===== src/rtl/aip_hub_pkg.sv =====
// Shared definitions for the AIP slave hub: hub register codes, STATUS layout, select width.
// The hub codes occupy the top four values of the conf space; the low two bits pick the register.
package aip_hub_pkg;

  localparam int SEL_W = 4;

  typedef enum logic [1:0] {
    HUB_SEL      = 2'd0,
    HUB_INT_PEND = 2'd1,
    HUB_INT_MASK = 2'd2,
    HUB_STATUS   = 2'd3
  } hub_reg_e;

  localparam int ST_BUSY_LSB = 0;
  localparam int ST_NSL_LSB  = 8;
  localparam int ST_SEL_LSB  = 16;
  localparam int ST_ERR_BIT  = 20;
  localparam int ST_TO_BIT   = 21;

  // First hub code for a conf bus of the given width (2**w - 4).
  function automatic int hub_base(input int conf_width);
    return (1 << conf_width) - 4;
  endfunction

  function automatic logic [31:0] pack_status(input logic [7:0]       busy,
                                              input logic [7:0]       n_slaves,
                                              input logic [SEL_W-1:0] sel,
                                              input logic             err,
                                              input logic             to_any);
    logic [31:0] st;
    st = '0;
    st[ST_BUSY_LSB +: 8]    = busy;
    st[ST_NSL_LSB  +: 8]    = n_slaves;
    st[ST_SEL_LSB  +: SEL_W] = sel;
    st[ST_ERR_BIT]          = err;
    st[ST_TO_BIT]           = to_any;
    return st;
  endfunction

endpackage


===== src/rtl/aip_hub_channel.sv =====
// One slave channel of the AIP hub: interrupt edge detect, busy, pending bit and,
// when AIP_HUB_TIMEOUT_EN is defined, a start-to-interrupt watchdog counter.
module aip_hub_channel
  import aip_hub_pkg::*;
#(
  parameter int TO_CYCLES = 1024
) (
  input  logic clk,
  input  logic rst_a_n,
  input  logic i_int,
  input  logic i_start,
  input  logic i_w1c,
  output logic o_busy,
  output logic o_pending,
  output logic o_to_flag
);

  logic r_int_q;
  logic r_busy;
  logic r_pending;
  logic w_edge;
  logic w_timeout;

  assign w_edge = i_int & ~r_int_q;

`ifdef AIP_HUB_TIMEOUT_EN
  localparam int CNT_W = (TO_CYCLES > 1) ? $clog2(TO_CYCLES) : 1;
  localparam logic [CNT_W-1:0] CNT_LAST = CNT_W'(TO_CYCLES - 1);

  logic [CNT_W-1:0] r_cnt;
  logic             r_to_flag;

  // A fresh start in the expiry cycle restarts the job instead of timing it out.
  assign w_timeout = r_busy & ~w_edge & ~i_start & (r_cnt == CNT_LAST);

  always_ff @(posedge clk or negedge rst_a_n) begin
    if (!rst_a_n) begin
      r_cnt     <= '0;
      r_to_flag <= 1'b0;
    end else begin
      if (i_start)
        r_cnt <= '0;
      else if (r_busy)
        r_cnt <= r_cnt + 1'b1;

      if (w_timeout)
        r_to_flag <= 1'b1;
      else if (i_w1c)
        r_to_flag <= 1'b0;
    end
  end

  assign o_to_flag = r_to_flag;
`else
  logic [31:0] w_unused_to_cycles;
  assign w_unused_to_cycles = 32'(TO_CYCLES);
  assign w_timeout          = 1'b0;
  assign o_to_flag          = 1'b0;
`endif

  // NOTE: state registers use non-blocking assignments so every flop samples pre-edge values.
  always_ff @(posedge clk or negedge rst_a_n) begin
    if (!rst_a_n) begin
      r_int_q   <= 1'b0;
      r_busy    <= 1'b0;
      r_pending <= 1'b0;
    end else begin
      r_int_q <= i_int;

      if (i_start)
        r_busy <= 1'b1;
      else if (w_edge | w_timeout)
        r_busy <= 1'b0;

      // Set has priority over a same-cycle write-1-to-clear.
      if (w_edge | w_timeout)
        r_pending <= 1'b1;
      else if (i_w1c)
        r_pending <= 1'b0;
    end
  end

  assign o_busy    = r_busy;
  assign o_pending = r_pending;

endmodule


===== src/rtl/aip_slave_hub.sv =====
// N-channel AIP slave hub: routes master strobes to the selected slave, muxes read data,
// and owns select, mask, error and interrupt request. Optional watchdog: AIP_HUB_TIMEOUT_EN.
module aip_slave_hub
  import aip_hub_pkg::*;
#(
  parameter int N_SLAVES   = 4,
  parameter int DATA_WIDTH = 32,
  parameter int CONF_WIDTH = 5,
  parameter int TO_CYCLES  = 1024
) (
  input  logic                           clk,
  input  logic                           rst_a_n,
  input  logic [DATA_WIDTH-1:0]          i_data_in,
  output logic [DATA_WIDTH-1:0]          o_data_out,
  input  logic [CONF_WIDTH-1:0]          i_conf,
  input  logic                           i_write,
  input  logic                           i_read,
  input  logic                           i_start,
  output logic                           o_int_req,
  output logic [N_SLAVES*DATA_WIDTH-1:0] o_data_in_s,
  output logic [N_SLAVES*CONF_WIDTH-1:0] o_conf_s,
  output logic [N_SLAVES-1:0]            o_write_s,
  output logic [N_SLAVES-1:0]            o_read_s,
  output logic [N_SLAVES-1:0]            o_start_s,
  input  logic [N_SLAVES*DATA_WIDTH-1:0] i_data_out_s,
  input  logic [N_SLAVES-1:0]            i_int_s
);

  localparam logic [CONF_WIDTH-1:0] HUB_BASE = CONF_WIDTH'(hub_base(CONF_WIDTH));

  logic [SEL_W-1:0]      r_sel;
  logic [N_SLAVES-1:0]   r_mask;
  logic                  r_err;
  logic                  r_int_req;
  logic [DATA_WIDTH-1:0] r_data_out;

  logic                  w_is_hub;
  hub_reg_e              w_hub_reg;
  logic                  w_hub_wr;
  logic                  w_sel_ok;
  logic [N_SLAVES-1:0]   w_busy;
  logic [N_SLAVES-1:0]   w_pending;
  logic [N_SLAVES-1:0]   w_to_flag;
  logic [N_SLAVES-1:0]   w_w1c;
  logic [7:0]            w_busy8;
  logic [DATA_WIDTH-1:0] w_rd_data;

  assign w_is_hub  = (i_conf >= HUB_BASE);
  assign w_hub_reg = hub_reg_e'(i_conf[1:0]);
  assign w_hub_wr  = i_write & w_is_hub;
  assign w_sel_ok  = ({1'b0, i_data_in[SEL_W-1:0]} < (SEL_W + 1)'(N_SLAVES));
  assign w_w1c     = (w_hub_wr && w_hub_reg == HUB_INT_PEND) ? i_data_in[N_SLAVES-1:0] : '0;

  assign o_conf_s    = {N_SLAVES{i_conf}};
  assign o_data_in_s = {N_SLAVES{i_data_in}};

  // NOTE: every always_comb output gets a default first, so no path can infer a latch.
  always_comb begin
    o_write_s = '0;
    o_read_s  = '0;
    o_start_s = '0;
    for (int k = 0; k < N_SLAVES; k++) begin
      if (r_sel == SEL_W'(k)) begin
        o_write_s[k] = i_write & ~w_is_hub;
        o_read_s[k]  = i_read & ~w_is_hub;
        o_start_s[k] = i_start;
      end
    end
  end

  for (genvar k = 0; k < N_SLAVES; k++) begin : g_ch
    aip_hub_channel #(
      .TO_CYCLES (TO_CYCLES)
    ) u_ch (
      .clk       (clk),
      .rst_a_n   (rst_a_n),
      .i_int     (i_int_s[k]),
      .i_start   (o_start_s[k]),
      .i_w1c     (w_w1c[k]),
      .o_busy    (w_busy[k]),
      .o_pending (w_pending[k]),
      .o_to_flag (w_to_flag[k])
    );
  end

  always_comb begin
    w_busy8 = '0;
    for (int k = 0; k < N_SLAVES && k < 8; k++)
      w_busy8[k] = w_busy[k];
  end

  always_comb begin
    w_rd_data = '0;
    for (int k = 0; k < N_SLAVES; k++) begin
      if (r_sel == SEL_W'(k))
        w_rd_data = i_data_out_s[k*DATA_WIDTH +: DATA_WIDTH];
    end
    if (w_is_hub) begin
      unique case (w_hub_reg)
        HUB_SEL:      w_rd_data = DATA_WIDTH'(r_sel);
        HUB_INT_PEND: w_rd_data = DATA_WIDTH'(w_pending);
        HUB_INT_MASK: w_rd_data = DATA_WIDTH'(r_mask);
        HUB_STATUS:   w_rd_data = DATA_WIDTH'(pack_status(w_busy8, 8'(N_SLAVES), r_sel,
                                                          r_err, |w_to_flag));
      endcase
    end
  end

  // Select changes take effect next cycle, so a same-cycle start still targets the old slave.
  always_ff @(posedge clk or negedge rst_a_n) begin
    if (!rst_a_n) begin
      r_sel      <= '0;
      r_mask     <= '0;
      r_err      <= 1'b0;
      r_int_req  <= 1'b0;
      r_data_out <= '0;
    end else begin
      if (w_hub_wr) begin
        unique case (w_hub_reg)
          HUB_SEL: begin
            if (w_sel_ok)
              r_sel <= i_data_in[SEL_W-1:0];
            else
              r_err <= 1'b1;
          end
          HUB_INT_MASK: r_mask <= i_data_in[N_SLAVES-1:0];
          HUB_STATUS:   r_err  <= 1'b0;
          HUB_INT_PEND: ;
        endcase
      end
      r_int_req <= |(w_pending & r_mask);
      if (i_read)
        r_data_out <= w_rd_data;
    end
  end

  assign o_int_req  = r_int_req;
  assign o_data_out = r_data_out;

endmodule


===== config.mk =====
export PLATFORM = sky130hd
export DESIGN_NAME = aip_slave_hub
export DESIGN_NICKNAME = d
export VERILOG_FILES = /design/src/rtl/aip_hub_pkg.sv /design/src/rtl/aip_hub_channel.sv /design/src/rtl/aip_slave_hub.sv
export SDC_FILE = /design/constraint.sdc
export NUM_CORES = 1
export LEC_CHECK = 0
export CAP_MARGIN = 20
export CORE_AREA = 2 2 143 145
export CTS_CLUSTER_SIZE = 12
export DETAILED_ROUTE_END_ITERATION = 8
export DIE_AREA = 0 0 145 147
export GPL_TIMING_DRIVEN = 0
export PLACE_DENSITY_LB_ADDON = 0.08
export SLEW_MARGIN = 25
export SYNTH_ARGS = -nofsm -noshare
export SYNTH_HDL_FRONTEND = slang
export SYNTH_SLANG_ARGS = --single-unit
export TNS_END_PERCENT = 20

===== constraint.sdc =====
create_clock -name clk -period 1.9 [get_ports clk]
set_input_delay 0.38 -clock clk [delete_from_list [all_inputs] [get_ports clk]]
set_output_delay 0.38 -clock clk [all_outputs]
set_load 0.02 [all_outputs]

==> results.toml <==
[worst_setup_path]
start_kind = "flop"
cp.arrival_ps = 1730
crit_start = "r_sel[2]"
reg2reg_depth = 6
r2r_start = "r_sel[3]"
crit_fanout = 4
r2r_setup_slack_ps = 100
endpoint = "o_start_s[0]"
r2r_end = "o_data_out[14]"
crit_type = "reg2out"
cp-end-kind = "primary output"
worstPathRequired_ps = 1520

[place]
place.gp.congestion = 0.818
pre_cts_ws_ps = -1090
dp_hpwl_microns = 16000
dpl_cell_area_sq_um = 8330
port_buffers = 336

[power]
p_leak_nw = 3.70
clock_power_share_pct = 22.5
p_seq_share_pct = 30.0
p_total_w = 0.00450
power-per-cell-area_nw_per_um2 = 510
swShare_pct = 33.2
combPwrFrac_pct = 47.5
p_switching_w = 0.00149
p_int_w = 0.00301
peakVddDrop_uv = 322

[drt]
drtIter0Drc = 123
wl_per_cell_microns = 17.9
routed_wl_microns = 20000
dr.pass1.iters = 4
avgViaCountPerCell = 4.47
drc = 0
num_vias = 4989
ant_nets = 0

[finish]
final_net_count = 1018
fillers = 1938
final_util_pct = 44.4
drive_above_1_share_pct = 32.7
final_area_sq_um = 8820
syn_to_final_growth_pct = 91.1

[sta]
fmax_mhz = 475
grt_setup_unrepaired = "yes"
setup_viol = 11
hold_viol = 0
drv_slew = 0
setup_ws_ps = -206
finalCritPeriodShare_pct = 111
skew_ps = 7.11
whs_ps = 427
min_period_ps = 2110
maxSlewHeadroom_pct = 55.3
tightest_slew_ps = 671

[hold_path]
hold_class = "in2reg"

[floorplanning]
initial_core_util_pct = 23.3
die_w_microns = 145
ioPinCount = 367
die_area_sq_um = 21300
num_rows = 52
core_sq_um = 19800
die_h_microns = 147

[run_status]
violations = "setup timing"
outcome = "finished with violations"

[clocking]
cts_tree = "yes"
cts_sinks = 54
numCtsBuffers = 5
clockBufferDepth = 2
insertion_delay_ps = 310
htree_levels = 2
cts_root_buf = "clkbuf_16"
cts.clk_slew.worst_paths_ps = 80

[global_route]
track_usage_pct = 18.3
grt_pass1_wl_microns = 30200
grt.busiest_layer = "met2"
antenna_found_initial = 1
met3_usage_pct = 5.09
gr-usage-met2_pct = 33.5
gr-total-overflow = 0
grt_pass1_vias = 5362
grt_max_degree = 40
grt_use_met1_pct = 20.7

[yosys]
synthCells = 482
yosysTopAreaCell = "dfrtp_1"
ys.flop_type = "dfrtp_1"
synth.avg_cell_area_sq_um = 9.57
synthArstFlopShare_pct = 100
syn-num-nets = 656
synthDistinctLibCells = 44
synth-edff-count = 0
synth_warnings = 0
netlist_area_sq_um = 4610
ys_seq_area_share_pct = 29.3
ys_top_cells_by_area = "dfrtp_1, buf_4, nor4b_1"
synth_seq_cells = 54
netlist.area_leader.share_pct = 29.3

[flow_run]
cap_violations = 0
-- cells in the mapped netlist, drive strengths merged (5+ instances only) --
cell type,n
clkbuf,19
buf,170
nor2,25
o22ai,6
a221o,6
and2,8
nand4,6
nor4b,34
mux4,11
a22o,15
nand2,12
o21ai,20
inv,7
nor3,6
o2bb2ai,6
nand2b,5
dfrtp,54
nand3,7
o32ai,17
and3,5
mux2,18
-- layout make-up --
class,count,area (sq um),area share [%]
repair buffers,361,3580,40.7
multi-input cells,232,1980,22.4
plain buffers,183,1380,15.7
flip-flops and latches,54,1350,15.4
well taps,270,338,3.83
clock buffers,5,125,1.42
clock inverters,3,28.8,0.326
inverters,7,26.3,0.298
diodes,1,2.50,0.0284
-- state kept, by name, summed over array words and instances (netlist names) --
| signal | count |
|---|---|
| g_ch.u_ch.o_busy | 4 |
| g_ch.u_ch.o_pending | 4 |
| r_sel | 4 |
| g_ch.u_ch.r_int_q | 4 |
| r_mask | 4 |
| r_err | 1 |
| o_data_out | 32 |
| o_int_req | 1 |
-- power groups by stage --
stage	clock network, W	registers [W]	logic, W
3_5_place_dp	0	0.00137	0.00211
5_1_grt	0.00110	0.00137	0.00227
4_1_cts	0.00105	0.00135	0.00216
3_3_place_gp	0	0.00136	0.00208
6_report	0.00101	0.00135	0.00214
2_1_floorplan	0	0.00147	0.000952
-- kinds of logic (layout without fill, tap and decap cells) --
logic type             after synthesis  count (layout)  synth area share (%)
AND/OR/NAND/NOR                    119             119                  16.9
other                                0               1                     0
flip-flops                          54              54                  29.3
buffers and inverters              196             559                  29.9
AO/OA/AOI/OAI                       84              84                  14.0
multiplexers                        29              29                  9.92
-- cells in the final DEF (no fill, tap or decap), drive strengths merged, types with 4 or more instances in the layout --
cell type,synthesis,layout
mux4,11,11
buf,170,202
nand4,6,6
nand2b,5,5
o21ai,20,20
and2,8,8
a22oi,4,4
o22ai,6,6
inv,7,9
mux2,18,18
nand2,12,12
clkdlybuf4s15,0,6
nor3,6,6
clkbuf,19,24
a21o,4,4
a221o,6,6
nand3,7,7
nand3b,4,4
o2bb2ai,6,6
a22o,15,15
dfrtp,54,54
o32ai,17,17
nor4b,34,34
and3,5,5
clkdlybuf4s50,0,315
nor2,25,25
-- worst min-delay path by stage --
stage                        start             endpoint  slack (ps)  cells after the start
6_report              i_data_in[3]            r_mask[3]         430                      2
5_1_grt               i_data_in[3]            r_mask[3]         440                      2
2_1_floorplan              rst_a_n  g_ch[0].u_ch.o_busy          80                      0
3_3_place_gp   g_ch[0].u_ch.o_busy  g_ch[0].u_ch.o_busy         470                      1
3_5_place_dp               rst_a_n        o_data_out[2]         270                      1
4_1_cts                    rst_a_n       o_data_out[12]         490                      2
-- worst max-delay path, cell delays in order, from the launching register on --
cell	delay, ps
dfrtp_2	430
buf_6	140
or4_4	580
nor2_4	140
buf_6	120
-- through the flow --
stage,setup TNS [ps],cells
after floorplan,-5.61,482
after global placement,-112850,1088
after global routing,-1890,1116
after CTS,-1550,1116
after detailed placement,-32760,1089
final,-1180,1116
-- repair_timing --
action | in CTS | in global routing
hold buffers | 1 | 0
buffers inserted | 23 | 0
pin swaps | 12 | 5
resized for setup | 122 | 16
setup endpoints to repair | 70 | 34
endpoints found under the hold margin | 15 | 0
cloned | 0 | 0
-- layer usage --
| metal | up-vias | wire length (microns) |
|---|---|---|
| met4 | 0 | 454 |
| met3 | 28 | 1550 |
| met5 | - | 0 |
| met2 | 252 | 10300 |
| li1 | 2324 | - |
| met1 | 2385 | 7690 |
(Power assumes the default switching activity.)
